File: src/rtl/bit_debouncer_if.sv
`default_nettype none
// +-----------------------------------------------------------------------------------+
// | bit_debouncer_if : raw bit in, debounced level / edge strobes out                 |
// | Optional event_cnt member under BIT_DEBOUNCER_EVENT_CNT_EN.    Rev 1.0             |
// +-----------------------------------------------------------------------------------+
interface bit_debouncer_if
`ifdef BIT_DEBOUNCER_EVENT_CNT_EN
   #(parameter int CNT_W = 8)
`endif
   ;
   logic in;
   logic out;
   logic rise;
   logic fall;
`ifdef BIT_DEBOUNCER_EVENT_CNT_EN
   logic [CNT_W-1:0] event_cnt;

   modport master (output in, input out, input rise, input fall, input event_cnt);
   modport slave  (input in, output out, output rise, output fall, output event_cnt);
`else
   modport master (output in, input out, input rise, input fall);
   modport slave  (input in, output out, output rise, output fall);
`endif
endinterface
`default_nettype wire

File: src/rtl/bit_debouncer.sv
`default_nettype none
// +-----------------------------------------------------------------------------------+
// | bit_debouncer : synchroniser + stability filter with one-cycle rise/fall strobes  |
// | BIT_DEBOUNCER_EVENT_CNT_EN adds the accepted-edge counter.     Rev 1.0             |
// +-----------------------------------------------------------------------------------+
module bit_debouncer #(
   parameter int SYNC_STAGES   = 2,
   parameter int STABLE_CYCLES = 4,
   parameter int CNT_W         = 8
) (
   input wire logic       clk,
   input wire logic       reset,
   bit_debouncer_if.slave bus
);

   localparam int              CW       = $clog2(STABLE_CYCLES + 1);
   localparam logic [CW-1:0]   CNT_LAST = CW'(STABLE_CYCLES - 1);

   typedef enum logic [0:0] {
      IDLE  = 1'b0,
      COUNT = 1'b1
   } state_t;

   generate
      if (SYNC_STAGES < 1 || STABLE_CYCLES < 1 || CNT_W < 1) begin : g_param_check
         $fatal(1, "bit_debouncer: SYNC_STAGES, STABLE_CYCLES and CNT_W must be >= 1");
      end
   endgenerate

   logic [SYNC_STAGES-1:0] sync_chain;
   logic                   sync;

   generate
      if (SYNC_STAGES == 1) begin : g_sync_single
         always_ff @(posedge clk or negedge reset) begin
            if (!reset) sync_chain <= '0;
            else        sync_chain <= bus.in;
         end
      end else begin : g_sync_multi
         always_ff @(posedge clk or negedge reset) begin
            if (!reset) sync_chain <= '0;
            else        sync_chain <= {sync_chain[SYNC_STAGES-2:0], bus.in};
         end
      end
   endgenerate

   assign sync = sync_chain[SYNC_STAGES-1];

   state_t          state, state_nxt;
   logic [CW-1:0]   stable_cnt, stable_cnt_nxt;
   logic            out_level, out_level_nxt;
   logic            rise_pulse, rise_pulse_nxt;
   logic            fall_pulse, fall_pulse_nxt;
   logic            accept;

   always_ff @(posedge clk or negedge reset) begin
      if (!reset) begin
         state      <= IDLE;
         stable_cnt <= '0;
         out_level  <= 1'b0;
         rise_pulse <= 1'b0;
         fall_pulse <= 1'b0;
      end else begin
         state      <= state_nxt;
         stable_cnt <= stable_cnt_nxt;
         out_level  <= out_level_nxt;
         rise_pulse <= rise_pulse_nxt;
         fall_pulse <= fall_pulse_nxt;
      end
   end

   // A disagreement must persist STABLE_CYCLES consecutive samples; any agreement restarts.
   always_comb begin
      state_nxt      = state;
      stable_cnt_nxt = stable_cnt;
      out_level_nxt  = out_level;
      rise_pulse_nxt = 1'b0;
      fall_pulse_nxt = 1'b0;
      accept         = 1'b0;

      case (state)
         IDLE: begin
            if (sync == out_level) begin
               stable_cnt_nxt = '0;
            end else if (STABLE_CYCLES == 1) begin
               accept = 1'b1;
            end else begin
               stable_cnt_nxt = CW'(1);
               state_nxt      = COUNT;
            end
         end
         COUNT: begin
            if (sync == out_level) begin
               stable_cnt_nxt = '0;
               state_nxt      = IDLE;
            end else if (stable_cnt == CNT_LAST) begin
               accept = 1'b1;
            end else begin
               stable_cnt_nxt = stable_cnt + CW'(1);
            end
         end
         default: begin
            stable_cnt_nxt = '0;
            state_nxt      = IDLE;
         end
      endcase

      if (accept) begin
         out_level_nxt  = sync;
         rise_pulse_nxt = sync;
         fall_pulse_nxt = ~sync;
         stable_cnt_nxt = '0;
         state_nxt      = IDLE;
      end
   end

   assign bus.out  = out_level;
   assign bus.rise = rise_pulse;
   assign bus.fall = fall_pulse;

`ifdef BIT_DEBOUNCER_EVENT_CNT_EN
   logic [CNT_W-1:0] events;

   always_ff @(posedge clk or negedge reset) begin
      if (!reset)      events <= '0;
      else if (accept) events <= events + CNT_W'(1);
   end

   assign bus.event_cnt = events;
`endif

endmodule
`default_nettype wire

File: src/flat_wrapper.sv
// flat-port wrapper written by rule: the top's interface ports become plain ports
module bit_debouncer_flat 
#(
   parameter int SYNC_STAGES   = 2,
   parameter int STABLE_CYCLES = 4,
   parameter int CNT_W         = 8
)
  (clk, reset, bus_in, bus_out, bus_rise, bus_fall);
  bit_debouncer_if bus_i ();
  input wire logic clk;
  input wire logic reset;
  input wire logic [$bits(bus_i.in)-1:0] bus_in;
  output wire logic [$bits(bus_i.out)-1:0] bus_out;
  output wire logic [$bits(bus_i.rise)-1:0] bus_rise;
  output wire logic [$bits(bus_i.fall)-1:0] bus_fall;
  assign bus_i.in = bus_in;
  assign bus_out = bus_i.out;
  assign bus_rise = bus_i.rise;
  assign bus_fall = bus_i.fall;
  bit_debouncer #(.SYNC_STAGES(SYNC_STAGES), .STABLE_CYCLES(STABLE_CYCLES), .CNT_W(CNT_W)) u_core (.clk(clk), .reset(reset), .bus(bus_i));
endmodule
File: config.mk
export PLATFORM = sky130hd
export DESIGN_NAME = bit_debouncer_flat
export DESIGN_NICKNAME = d
export VERILOG_FILES = /design/src/rtl/bit_debouncer_if.sv /design/src/rtl/bit_debouncer.sv /design/src/flat_wrapper.sv
export SDC_FILE = /design/constraint.sdc
export NUM_CORES = 1
export LEC_CHECK = 0
export ABC_AREA = 1
export CAP_MARGIN = 20
export CELL_PAD_IN_SITES_DETAIL_PLACEMENT = 1
export CELL_PAD_IN_SITES_GLOBAL_PLACEMENT = 1
export CORE_AREA = 2 2 39 41
export DETAILED_ROUTE_END_ITERATION = 8
export DIE_AREA = 0 0 41 43
export GPL_TIMING_DRIVEN = 1
export PLACE_DENSITY_LB_ADDON = 0.08
export SYNTH_ARGS = -nofsm -noshare
export SYNTH_HDL_FRONTEND = slang
export SYNTH_SLANG_ARGS = --single-unit
File: constraint.sdc
create_clock -name clk -period 1.1 [get_ports clk]
set_input_delay 0.165 -clock clk [delete_from_list [all_inputs] [get_ports clk]]
set_output_delay 0.165 -clock clk [all_outputs]
set_load 0.01 [all_outputs]
**After elaboration in Yosys (flattened, before gate mapping)**

Cells that the tools add are included.

- Add/sub/neg operators: 1
- Equal/unequal tests: 3
- Multiplexer cells: 12
- Bitwise operators: 2

Operator list:

| kind | number |
|---|---|
| two-way mux 3 bit | 3 |
| two-way mux 1 bit | 8 |
| one-hot mux 3 bit (2 select lines) | 1 |
| inequality test 4 bit, second input constant | 1 |
| adder 3 x 1 -> 3 bit, second input constant | 1 |
| == test 3 x 2 -> 1 bit, second input constant | 1 |
| inverter 1 bit | 2 |
| == test 1 bit | 1 |

- Flip-flop bits (word level): 9
- Bits of input ports: 3
- Output and inout bits: 3
- Logic and storage cells: 24

**Longest topological paths before layout**

- Word-level depth: 5
- Gate-level depth with buffers: 5

**Worst setup path before layout**

Ideal clock, no wire load.

- Kind: register to register
- Start point: reg u_core.stable_cnt[0]
- End point: reg u_core.stable_cnt[0]
- Setup time: 71 ps
- Data arrival time: 1026 ps
- Data required time: 1029 ps
- Path slack: 2 ps
- Stages on the path, launching flop included: 6
- Path buffers: 0
- Period minus slack after synthesis: 1098 ps
- Cell sequence: dfrtp_1 -> ha_1 -> ha_1 -> nand2_1 -> nand3_2 -> nor2_1

- Longest elaborated chain between the ends: 5

RTL lines:

| item | RTL line | text |
|---|---|---|
| start, declared | bit_debouncer.sv:50 | `logic [CW-1:0] stable_cnt, stable_cnt_nxt;` |
| start signal, assigned | bit_debouncer.sv:65 | `stable_cnt <= stable_cnt_nxt;` |
| adder 3 x 1 -> 3 bit or == test 3 x 2 -> 1 bit (tied branches) | bit_debouncer.sv:99, bit_debouncer.sv:96 |  |
| two-way mux 3 bit or two-way mux 1 bit (tied branches) | bit_debouncer.sv:96 | `end else if (stable_cnt == CNT_LAST) begin` |
| two-way mux 3 bit or two-way mux 1 bit (tied branches) | bit_debouncer.sv:93 | `if (sync == out_level) begin` |
| one-hot mux 3 bit (2 select lines) or two-way mux 1 bit (tied branches) | bit_debouncer.sv:81 | `case (state)` |
| two-way mux 3 bit or inequality test 4 bit (tied branches) | -- |  |

Parallel ways exist; a longest one is shown, timed or not. The select of a mux whose other input is x is not followed.
A chain may end at the register's enable or synchronous reset.

**Final worst setup path**

Ends and elaborated chain as after synthesis.

==> impl_metrics.yaml <==
run_status:
  outcome: "complete, no violations"
timing:
  maxSlewHeadroom_pct: 73.2
  clock_skew_ns: 0.00240
  min_period_ns: 1.08
  hold_viol: 0
  setup_violations: 0
  rsz0062_at_grt: "true"
  fin_tns_setup_ns: 0
  slew_viol_final: 0
  timing.final.crit_share_pct: 98.2
  fmax_mhz: 925
  worst_pin_slew_ns: 0.400
critical_path:
  critPathMaxStageDelay_ns: 0.42
  r2r_cells: 5
  cpMostUsedCell: "ha_4"
  cp_slowest_cell: "dfrtp_1"
  end_kind: "flop"
  path_cells: "ha_4, ha_4, nand2_4, nand3_2, nor2_1"
  worstPathArrival_ns: 1.27
  cp_max_fo: 5
  start_kind: "flop"
  r2r_start: "u_core.stable_cnt[0]$_DFFE_PN0P_"
  crit_type: "reg2reg"
  reg2reg_slack_ns: 0.02
  worstReg2RegEnd: "u_core.stable_cnt[0]$_DFFE_PN0P_"
  required_ns: 1.29
die:
  core_area_um2: 1380
  start_util_pct: 25.8
  io_pins: 6
  rows: 14
  die_y_um: 43
  die_w_um: 41
  die-area_um2: 1760
power:
  p_sw_mw: 0.373
  p_leak_nw: 0.249
  pwr-share-seq_pct: 43.8
  switching_share_pct: 33.8
  comb_power_share_pct: 33.7
  p_clk_share_pct: 22.5
  pwr_density_cell_nw_per_um2: 2250
  internal_power_mw: 0.732
  vdd_drop_max_uv: 749
yosys:
  ys_seq_area_share_pct: 63.2
  synth_top_cell_by_area: "dfrtp_1"
  synthDominantCellAreaShare_pct: 63.2
  yosysWarningCount: 0
  synthCells: 33
  syn-num-nets: 38
  netlist_area_um2: 357
  yosys_register_bits: 9
  yosysUniqueCellTypes: 10
  avgSynthCellArea_um2: 10.8
  synthTopCellsByArea: "dfrtp_1 63%, ha_1 7.0%, nand2_1 6.3%"
cells_and_area:
  syn_to_final_growth_pct: 37.9
  finalInstanceArea_um2: 492
  n_antenna_cell: 0
  layout-drive-gt1-share_pct: 30.2
  mostFrequentLayoutCell: "dfrtp_1"
  fin_nets: 49
  final_cell_mix: "9 x dfrtp_1, 5 x nand2_1, 5 x nor2_1"
  utilization_pct: 35.5
clock_network:
  cts-htree-levels: 1
  clock_latency_ns: 0.25
  cts_setup_buffers: 0
  clock_sinks: 9
  clock_path_buffers: 2
  root_buffer: "clkbuf_4"
  cts_hold_buf: 0
  cts.clk_slew.worst_paths_ns: 0.06
  cts_tree: "yes"
  cts_buffers: 3
global_routing:
  grt_max_degree: 10
  grt_use_total_pct: 9.75
  grt_pass1_vias: 252
  grt_pass1_wl_um: 1030
  grt_overflow: 0
  grt_antenna_before_repair: 0
placement:
  port_buffers: 5
  placedInstanceArea_um2: 434
  hpwl_um: 459
  gp_congestion: 0.637
routing:
  postRouteAntennaNets: 0
  drt_pass1_iterations: 1
  drc: 0
  via_count: 237
  drtIter0Drc: 0
  wl_per_cell_um: 10.2
  routed_via_density: 4.02
  drt-total-wl_um: 599
job:
  drv_cap: 0
hold_path:
  min_path_type: "in2async"
-- through the flow --
| stage | setup WS (ns) | hold WS, ns | total power [mW] | std cells |
|---|---|---|---|---|
| 2_1_floorplan | 0.00212 | -0.131 | 0.673 | 33 |
| 3_5_place_dp | -0.130 | 0.344 | 0.811 | 55 |
| 3_3_place_gp | -0.0953 | 0.342 | 0.788 | 55 |
| 4_1_cts | 0.00261 | 0.208 | 1.10 | 59 |
| 6_report | 0.0193 | 0.201 | 1.11 | 59 |
| 5_1_grt | -0.0250 | 0.221 | 1.21 | 59 |
-- area by class of cell --
type / count / area [um2]
clock buffers: 4 / 26.3
fillers: 156 / 892
inverters: 7 / 26.3
multi-input cells: 17 / 138
flip-flops and latches: 9 / 225
well taps: 16 / 20.0
repair buffers: 6 / 56.3
-- flip-flops by register name, indices dropped and copies added (netlist names) --
signal,cells
u_core.stable_cnt,3
u_core.sync_chain,2
u_core.bus.fall,1
u_core.bus.out,1
u_core.state,1
u_core.bus.rise,1
-- power by group through the flow --
stage               Sequential [mW]  Clock [mW]  Combinational, mW
finish                        0.485       0.249              0.372
global route                  0.491       0.292              0.429
CTS                           0.469       0.262              0.366
detailed placement            0.466           0              0.345
global placement              0.461           0              0.328
floorplan                     0.478           0              0.194
-- cells by family after synthesis --
family          count (synthesis)  share of synthesized area, %
compound gates                  1                          1.40
simple gates                   14                          21.1
buf+inv                         7                          7.37
fa+ha+maj                       2                          7.02
flops                           9                          63.2
-- routing by layer --
layer	vias to the layer above	global-route usage, %	share of wire [%]	wire length [um]
met5	-	0	0	0
met1	112	10.0	45	272
met2	7	13.8	48	290
met3	0	3.66	6.0	36
li1	118	-	-	-
met4	0	10.0	0	0
-- what timing repair did --
item,CTS,global route
resized for setup,8,4
setup endpoints to repair,10,5
pin swaps,3,4
cloned,0,0
endpoints found under the hold margin,0,0
-- how the worst max path moves through the flow --
stage / cells past startpoint / endpoint / slack, ns / startpoint
floorplan: 5 / u_core.stable_cnt[0]$_DFFE_PN0P_ / 0.002 / u_core.stable_cnt[0]$_DFFE_PN0P_
CTS: 5 / u_core.stable_cnt[1]$_DFFE_PN0P_ / 0.003 / u_core.stable_cnt[0]$_DFFE_PN0P_
global route: 5 / u_core.stable_cnt[0]$_DFFE_PN0P_ / -0.03 / u_core.stable_cnt[0]$_DFFE_PN0P_
finish: 5 / u_core.stable_cnt[0]$_DFFE_PN0P_ / 0.02 / u_core.stable_cnt[0]$_DFFE_PN0P_
global placement: 5 / u_core.stable_cnt[0]$_DFFE_PN0P_ / -0.1 / u_core.stable_cnt[0]$_DFFE_PN0P_
detailed placement: 5 / u_core.stable_cnt[0]$_DFFE_PN0P_ / -0.13 / u_core.stable_cnt[0]$_DFFE_PN0P_
-- synth_stat cells, drive strengths merged --
library cell,count
dfrtp,9
ha,2
inv,7
nand2,7
nand3,1
nand4,1
nor2,5
o21ai,1
-- critical path: cells and delay by family (launching register included) --
family	cells	cell delay [ns]
fa+ha+maj	2	0.35
flops	1	0.42
simple gates	3	0.25
Note: power is estimated with default switching activity, not from simulation.
